`src/rtl/rst_release_seq_pkg.sv`:
```
// Shared types for the domain reset release sequencer.
package rst_release_seq_pkg;

  typedef enum logic [2:0] {
    HOLD     = 3'd0,
    WAIT_ACK = 3'd1,
    DONE     = 3'd2,
    ERR      = 3'd3,
    ASSERT   = 3'd4
  } seq_state_e;

  localparam int unsigned ERR_DOM_W = 4;

endpackage

```
`src/rtl/rst_release_seq_if.sv`:
```
// Per-domain reset/acknowledge bundle plus sequencer status.
interface rst_release_seq_if #(
  parameter int unsigned N_DOM = 4
);
  import rst_release_seq_pkg::*;

  logic [N_DOM-1:0]     i_dom_ack;
  logic                 i_sw_req;
  logic [N_DOM-1:0]     o_dom_rst;
  logic                 o_done;
  logic                 o_busy;
  logic                 o_err;
  logic [ERR_DOM_W-1:0] o_err_dom;

  modport master (
    output i_dom_ack, i_sw_req,
    input  o_dom_rst, o_done, o_busy, o_err, o_err_dom
  );

  modport slave (
    input  i_dom_ack, i_sw_req,
    output o_dom_rst, o_done, o_busy, o_err, o_err_dom
  );

endinterface

```
`src/rtl/rst_release_seq_cnt.sv`:
```
// Loadable saturating up-counter with an optional terminal-count compare.
module rst_seq_cnt #(
  parameter int unsigned W     = 10,
  parameter int unsigned TC    = 0,
  parameter bit          TC_EN = 1'b1
) (
  input  logic         clk,
  input  logic         rst,
  input  logic         ld_i,
  input  logic [W-1:0] ld_val_i,
  input  logic         inc_i,
  output logic         tc_o
);

  logic [W-1:0] cnt_q, cnt_d;

  always_comb begin
    cnt_d = cnt_q;
    if (ld_i) begin
      cnt_d = ld_val_i;
    end else if (inc_i && (cnt_q != '1)) begin
      cnt_d = cnt_q + W'(1);
    end
  end

  always_ff @(posedge clk or posedge rst) begin
    if (rst) begin
      cnt_q <= '0;
    end else begin
      cnt_q <= cnt_d;
    end
  end

  assign tc_o = TC_EN && (cnt_q == W'(TC));

endmodule

```
`src/rtl/rst_release_seq.sv`:
```
// Releases downstream domain resets one at a time, waiting for each domain's
// ready acknowledge; supports ack timeout and software re-sequencing.
module rst_release_seq
  import rst_release_seq_pkg::*;
#(
  parameter int unsigned N_DOM       = 4,
  parameter int unsigned SETTLE_CYC  = 8,
  parameter int unsigned ACK_TIMEOUT = 16
) (
  input  logic              clk,
  input  logic              i_rst,
  rst_release_seq_if.slave  bus
);

  localparam int unsigned IDX_W = (N_DOM > 1) ? $clog2(N_DOM) : 1;

  seq_state_e           state_q, state_d;
  logic [IDX_W-1:0]     idx_q, idx_d;
  logic [N_DOM-1:0]     dom_rst_q, dom_rst_d;
  logic                 done_q, done_d;
  logic                 busy_q, busy_d;
  logic                 err_q, err_d;
  logic [ERR_DOM_W-1:0] err_dom_q, err_dom_d;

  logic set_ld, set_inc, set_tc;
  logic tmr_ld, tmr_inc, tmr_tc;

  rst_seq_cnt #(
    .W     (10),
    .TC    (SETTLE_CYC - 1),
    .TC_EN (1'b1)
  ) u_settle (
    .clk      (clk),
    .rst      (i_rst),
    .ld_i     (set_ld),
    .ld_val_i ('0),
    .inc_i    (set_inc),
    .tc_o     (set_tc)
  );

  // Compare is compiled out when the timeout is disabled; the timer then just saturates.
  rst_seq_cnt #(
    .W     (16),
    .TC    ((ACK_TIMEOUT == 0) ? 0 : ACK_TIMEOUT - 1),
    .TC_EN (ACK_TIMEOUT != 0)
  ) u_timer (
    .clk      (clk),
    .rst      (i_rst),
    .ld_i     (tmr_ld),
    .ld_val_i ('0),
    .inc_i    (tmr_inc),
    .tc_o     (tmr_tc)
  );

  always_comb begin
    state_d   = state_q;
    idx_d     = idx_q;
    dom_rst_d = dom_rst_q;
    done_d    = done_q;
    busy_d    = busy_q;
    err_d     = err_q;
    err_dom_d = err_dom_q;
    set_ld    = 1'b0;
    set_inc   = 1'b0;
    tmr_ld    = 1'b0;
    tmr_inc   = 1'b0;
    case (state_q)
      HOLD: begin
        set_inc = 1'b1;
        if (set_tc) begin
          dom_rst_d[idx_q] = 1'b0;
          tmr_ld           = 1'b1;
          state_d          = WAIT_ACK;
        end
      end
      WAIT_ACK: begin
        if (bus.i_dom_ack[idx_q]) begin
          if (idx_q == IDX_W'(N_DOM - 1)) begin
            state_d = DONE;
            done_d  = 1'b1;
            busy_d  = 1'b0;
          end else begin
            idx_d   = idx_q + IDX_W'(1);
            set_ld  = 1'b1;
            state_d = HOLD;
          end
        end else if (tmr_tc) begin
          state_d          = ERR;
          err_d            = 1'b1;
          err_dom_d        = ERR_DOM_W'(idx_q);
          dom_rst_d[idx_q] = 1'b1;
          busy_d           = 1'b0;
        end else begin
          tmr_inc = 1'b1;
        end
      end
      DONE, ERR: begin
        if (bus.i_sw_req) begin
          state_d = ASSERT;
          done_d  = 1'b0;
          err_d   = 1'b0;
          busy_d  = 1'b1;
          idx_d   = IDX_W'(N_DOM - 1);
        end
      end
      ASSERT: begin
        // idx walks downward here, reasserting from the highest domain to domain 0.
        dom_rst_d[idx_q] = 1'b1;
        if (idx_q == '0) begin
          set_ld  = 1'b1;
          state_d = HOLD;
        end else begin
          idx_d = idx_q - IDX_W'(1);
        end
      end
      default: begin
        state_d = HOLD;
      end
    endcase
  end

  always_ff @(posedge clk or posedge i_rst) begin
    if (i_rst) begin
      state_q   <= HOLD;
      idx_q     <= '0;
      dom_rst_q <= '1;
      done_q    <= 1'b0;
      busy_q    <= 1'b1;
      err_q     <= 1'b0;
      err_dom_q <= '0;
    end else begin
      state_q   <= state_d;
      idx_q     <= idx_d;
      dom_rst_q <= dom_rst_d;
      done_q    <= done_d;
      busy_q    <= busy_d;
      err_q     <= err_d;
      err_dom_q <= err_dom_d;
    end
  end

  assign bus.o_dom_rst = dom_rst_q;
  assign bus.o_done    = done_q;
  assign bus.o_busy    = busy_q;
  assign bus.o_err     = err_q;
  assign bus.o_err_dom = err_dom_q;

endmodule
```
`src/flat_wrapper.sv`:
```
// flat-port wrapper written by rule: the top's interface ports become plain ports
module rst_release_seq_flat import rst_release_seq_pkg::*;
#(
  parameter int unsigned N_DOM       = 4,
  parameter int unsigned SETTLE_CYC  = 8,
  parameter int unsigned ACK_TIMEOUT = 16
)
  (clk, i_rst, bus_i_dom_ack, bus_i_sw_req, bus_o_dom_rst, bus_o_done, bus_o_busy, bus_o_err, bus_o_err_dom);
  rst_release_seq_if #(.N_DOM(N_DOM)) bus_i ();
  input  logic clk;
  input  logic i_rst;
  input wire logic [$bits(bus_i.i_dom_ack)-1:0] bus_i_dom_ack;
  input wire logic [$bits(bus_i.i_sw_req)-1:0] bus_i_sw_req;
  output wire logic [$bits(bus_i.o_dom_rst)-1:0] bus_o_dom_rst;
  output wire logic [$bits(bus_i.o_done)-1:0] bus_o_done;
  output wire logic [$bits(bus_i.o_busy)-1:0] bus_o_busy;
  output wire logic [$bits(bus_i.o_err)-1:0] bus_o_err;
  output wire logic [$bits(bus_i.o_err_dom)-1:0] bus_o_err_dom;
  assign bus_i.i_dom_ack = bus_i_dom_ack;
  assign bus_i.i_sw_req = bus_i_sw_req;
  assign bus_o_dom_rst = bus_i.o_dom_rst;
  assign bus_o_done = bus_i.o_done;
  assign bus_o_busy = bus_i.o_busy;
  assign bus_o_err = bus_i.o_err;
  assign bus_o_err_dom = bus_i.o_err_dom;
  rst_release_seq #(.N_DOM(N_DOM), .SETTLE_CYC(SETTLE_CYC), .ACK_TIMEOUT(ACK_TIMEOUT)) u_core (.clk(clk), .i_rst(i_rst), .bus(bus_i));
endmodule
```
`config.mk`:
```
export PLATFORM = sky130hd
export DESIGN_NAME = rst_release_seq_flat
export DESIGN_NICKNAME = d
export VERILOG_FILES = /design/src/rtl/rst_release_seq_pkg.sv /design/src/rtl/rst_release_seq_if.sv /design/src/rtl/rst_release_seq_cnt.sv /design/src/rtl/rst_release_seq.sv /design/src/flat_wrapper.sv
export SDC_FILE = /design/constraint.sdc
export NUM_CORES = 1
export LEC_CHECK = 0
export ABC_CLOCK_PERIOD_IN_PS = 3550
export CORE_UTILIZATION = 30
export CTS_CLUSTER_DIAMETER = 60
export CTS_CLUSTER_SIZE = 28
export DETAILED_ROUTE_END_ITERATION = 8
export SLEW_MARGIN = 20
export SYNTH_ARGS = -nofsm -noshare
export SYNTH_HDL_FRONTEND = slang
export SYNTH_HIERARCHICAL = 1
export SYNTH_SLANG_ARGS = --single-unit
```
`constraint.sdc`:
```
create_clock -name clk -period 3.55 [get_ports clk]
set_input_delay 0.71 -clock clk [delete_from_list [all_inputs] [get_ports clk]]
set_output_delay 0.71 -clock clk [all_outputs]
set_load 0.01 [all_outputs]
```
== Word-level counts from Yosys, hierarchy flattened ==
Index checks and enable logic that the tools add are counted.
Word-level totals
  word-level logic and storage cells: 103
  input bits: 7
  register bits: 40
Cells by class
  bitwise logic cells: 4
  $add $sub $neg: 4
  reductions and logical operators: 18
  multiplexer cells: 46
  equal/unequal tests: 20
  order comparisons: 2
Operator list (number)
  two-way mux 16 bit: 2
  two-way mux 1 bit: 20
  two-way mux 10 bit: 2
  AND reduction 4 bit: 5
  adder 16 x 1 -> 16 bit (second input constant): 1
  equality test 16 x 4 -> 1 bit (second input constant): 1
  != test 16 bit (second input constant): 1
  two-way mux 3 bit: 5
  two-way mux 4 bit: 3
  case mux 3 bit (4 select lines): 1
  case mux 4 bit (3 select lines): 1
  adder 10 x 1 -> 10 bit (second input constant): 1
  equality test 10 x 3 -> 1 bit (second input constant): 1
  two-way mux 2 bit: 5
  != test 10 bit (second input constant): 1
  != test 2 x 1 -> 1 bit (second input constant): 5
  != test 2 bit (second input constant): 4
  case mux 1 bit (2 select lines): 4
  equality test 3 x 2 -> 1 bit (second input constant): 2
  case mux 2 bit (3 select lines): 1
  nonzero test 2 bit: 3
  nonzero test 3 bit: 2
  AND reduction 5 bit: 1
  bitwise AND 4 bit: 1
  other kinds (19): 21

== Longest topological paths before layout ==
  word-level depth: 8
  gate-level depth with buffers: 10

== Cells and area by module ==
The synthesis kept the hierarchy.
By module, submodules not included
  rst_seq_cnt (u_core.u_timer): area an instance 1101.1 um2, times used 1, cells an instance 129
  rst_release_seq: area an instance 882.1 um2, times used 1, cells an instance 90
  rst_seq_cnt (u_core.u_settle): area an instance 720.7 um2, times used 1, cells an instance 86

== Worst setup path after synthesis ==
No wires, ideal clock.
  path kind: in2reg
  start: in bus_i_dom_ack[3]
  end: reg u_core.u_timer.cnt_q[11]
  path slack: 777 ps
  stages: 7
  data arrival time: 2691 ps
  library setup time: 82 ps
  required time: 3468 ps
  cell sequence: mux4_2 > or3_1 > inv_1 > and3_2 > nand3_4 > or4_1 > a31oi_1
On the way
  longest elaborated chain between the ends: 6
Ends and longest elaborated chain
  start: declaration: line flat_wrapper.sv:12  | input wire logic [$bits(bus_i.i_dom_ack)-1:0] bus_i_dom_ack;
  binary-select mux 1 bit (select 2 bit): line rst_release_seq.sv:77  | if (bus.i_dom_ack[idx_q]) begin
  two-way mux 1 bit (implied by the code): line rst_release_seq.sv:77
  two-way mux 1 bit: line rst_release_seq.sv:77
  two-way mux 1 bit: line rst_release_seq.sv:67  | case (state_q)
  named net u_core.tmr_inc: line rst_release_seq.sv:26  | logic tmr_ld, tmr_inc, tmr_tc;
  logical AND 1 bit: line rst_release_seq_cnt.sv:21  | end else if (inc_i && (cnt_q != '1)) begin
  nonzero test 2 bit (no line)
  end signal: assignment: line rst_release_seq_cnt.sv:30  | cnt_q <= cnt_d;
  end: declaration: line rst_release_seq_cnt.sv:15  | logic [W-1:0] cnt_q, cnt_d;
The timed path passes the listed nets, and every way through them passes these cells. The select of a mux whose other input is x is not followed.
A chain may end at the register's enable or synchronous reset.

== Final worst setup path ==
  start: in bus_i_dom_ack[0]
  end: reg u_core.u_timer.cnt_q[6]
Same word-level chain as after synthesis.

==> reports/metrics.yaml <==
placed_design:
  dpl.hpwl_um: 4200
  gp_congestion: 0.851
  numPortBuffers: 15
floorplanning:
  initial_core_util_pct: 31.0
  num_io_pins: 18
  dieArea_um2: 9400
  die_h_um: 96.9
  coreArea_um2: 8720
  num_rows: 34
  die_w_um: 96.9
timing:
  skew_ps: 8.53
  fin_setup_tns_ps: 0
  relSlewSlack_pct: 42.4
  hold_viol_final: 0
  setup_viol: 0
  fmax_mhz: 336
  min_period_over_period_pct: 83.8
  worst_hold_slack_ps: 494
  final.min_clock_period_ps: 2980
  finalMaxSlewViolations: 0
  worst_pin_slew_ps: 857
  rsz0062_at_grt: "no"
critical_path:
  startpoint_type: "input pin"
  max_stage_delay_ps: 540
  critical_path.cell_chain: "clkdlybuf4s50_1 > mux4_2 > or3_1 > inv_1 > buf_4 > and4_2 > nand3_1 > or4_1 > nand3_1"
  critPathArrivalTime_ps: 3210
  crit_buf_inv: 3
  required_ps: 3780
  cp-end-kind: "flop"
  critPathTopFamily: "simple AND/OR/NAND/NOR gates"
  cp_common_cell: "nand3_1"
  crit_type: "input pin to flop"
  crit_slowest_cell: "mux4_2"
  critical_path_peak_fanout: 7
global_route:
  grt_pass1_vias: 2170
  grt_pass1_wl_um: 10400
  antenna_found_initial: 0
  overflow: 0
  grt_max_degree: 23
  grt_usage_pct: 13.1
clock_network:
  clk_path_buf_depth: 2
  cts-buffers-inserted: 5
  cts_tree: "built"
  clock_sinks: 40
  post_cts_resized: 0
  cts_htree_levels: 2
  post_cts_buffers: 0
  path_clk_slew_ps: 80
  cts_hold_buf: 0
  clk-insertion-delay-late_ps: 290
  clockRootBuffer: "clkbuf_8"
final_layout:
  final_common_cell: "dfrtp_1"
  layout_common_cells: "dfrtp_1, nand2_1, conb_1"
  syn_to_final_growth_pct: 16.1
  fill_cells: 856
  insertedDiodeCount: 0
  multiInputGateArea_um2: 1630
  layout-drive-gt1-share_pct: 10.6
  ff_latch_area_um2: 1010
  nets: 347
drt:
  firstDrtPassIters: 4
  post-route-drc-count: 0
  antenna_left: 0
  routed_wl_um: 5960
  drt_iter0_markers: 99
  avgViaCountPerCell: 5.26
  wl_per_cell_um: 13.3
  vias: 2352
synthesis:
  synth.largest_area_cell: "dfrtp_1"
  synth-edff-count: 0
  yosysSeqAreaShare_pct: 37.3
  synth_area_per_cell_um2: 8.87
  synth_seq_cells: 40
  syn_area_um2: 2700
  yosysTopAreaCellShare_pct: 32.4
  ys.flop_type: "dfrtp_1"
  ys_warn_count: 6
  synth.area.top_cells: "dfrtp_1, dfstp_2, nand2_1"
  synthCells: 305
  yosysUniqueCellTypes: 70
  async_flop_share_pct: 100
power_and_ir_drop:
  power_density_nw_per_um2: 630
  p_leak_nw: 1.32
  max-vdd-ir-drop_v: 0.000202
hold_path:
  hp-class: "flop to flop"
run:
  cap_violations: 0
outcome:
  status: "finished clean"
area by class of cell:
cell class	count	share of cell area, %
Tap cell	108	4.30
Inverter	14	1.67
Multi-Input combinational cell	257	51.9
Clock buffer	7	3.07
Clock inverter	1	0.957
Sequential cell	40	32.1
Timing Repair Buffer	20	5.98
power breakdown:
group	leakage [nW]	internal (mW)	switching, mW
registers	0.492	0.605	0.218
logic	0.766	0.343	0.399
clock network	0.0645	0.248	0.166
flip-flops by register name, indices dropped and copies added, names as in the netlist, named ones only:
register,flops
u_core/idx_q,2
u_core/bus.o_err,1
u_core/u_timer/cnt_q,16
u_core/bus.o_done,1
u_core/state_q,3
u_core/bus.o_err_dom,2
u_core/u_settle/cnt_q,10
u_core/bus.o_busy,1
worst reg2reg max path, stage by stage (launching register included):
cell and delay, ps:
dfrtp_1 430, ha_1 270, and3_2 240, and4_1 210
or3_1 420, inv_1 100, buf_4 150, and4_2 310
nand3_1 100, or4_1 400, nand3_1 90
metrics by stage:
step                cells  instance area (um2)  total power, mW  worst slack, ps  utilization, %
finish                447                 3140             1.98              575            36.0
floorplan             332                 2810             1.37              777               -
global route          447                 3140             2.15              468            36.0
detailed placement    439                 3010             1.56              290            34.5
global placement      439                 3010             1.54              305            34.5
CTS                   447                 3140             1.99              580            36.0
routing by layer:
layer	routed length, um	track usage [%]	vias up	part of all wire, %
met5	0	0	-	0
met4	52	4.02	0	0.87
met3	152	3.11	6	2.5
met2	2650	19.3	34	44
met1	3110	18.9	1105	52
li1	-	-	1207	-
final timing paths:
check                           slack (ps)                                start  depth (start not counted)                                    to
worst min register to register         490                                 flop                          2                                  flop
min in group asynchronous              780                                i_rst                          2  u_core/u_settle/cnt_q[4]$_DFFE_PP0P_
worst max-delay path                   570                     bus_i_dom_ack[0]                          9   u_core/u_timer/cnt_q[6]$_DFFE_PP0P_
worst max register to register         770  u_core/u_timer/cnt_q[0]$_DFFE_PP0P_                         10   u_core/u_timer/cnt_q[6]$_DFFE_PP0P_
max in group asynchronous             2230                                i_rst                          2   u_core/u_timer/cnt_q[3]$_DFFE_PP0P_
worst min-delay path                   490                                 flop                          2                                  flop
cell usage after synthesis, types with 2 or more instances:
| library cell | number |
|---|---|
| and3_2 | 3 |
| a21o_1 | 3 |
| mux2_1 | 2 |
| a41o_1 | 2 |
| nor2b_1 | 7 |
| or3_1 | 2 |
| and3_1 | 3 |
| and4_1 | 5 |
| o2111a_1 | 2 |
| inv_1 | 14 |
| nor3b_1 | 2 |
| nand3_1 | 18 |
| a2111oi_0 | 2 |
| dfrtp_1 | 35 |
| ha_1 | 2 |
| nor4_1 | 6 |
| nor3_1 | 7 |
| mux2i_1 | 2 |
| nor2_1 | 18 |
| clkbuf_1 | 10 |
| dfstp_2 | 5 |
| buf_2 | 5 |
| o31ai_1 | 15 |
| nand4_1 | 12 |
| nand2b_1 | 3 |
| o21a_1 | 2 |
| buf_4 | 3 |
| o21ai_0 | 11 |
| o211ai_1 | 7 |
| a21oi_1 | 8 |
| nand2_1 | 30 |
| a22oi_1 | 4 |
| or4_1 | 9 |
| a31oi_1 | 10 |
cell families after synthesis:
kind of cell	count (synthesis)	share of synthesized area (%)
AOI/OAI and AO/OA	81	22.2
and+or+nand+nor	140	30.4
DFF	40	37.3
other	1	0.139
adders and majority gates	2	0.925
muxes	6	2.82
buffers and inverters	35	6.20
Power figures use the tool's default switching activity.
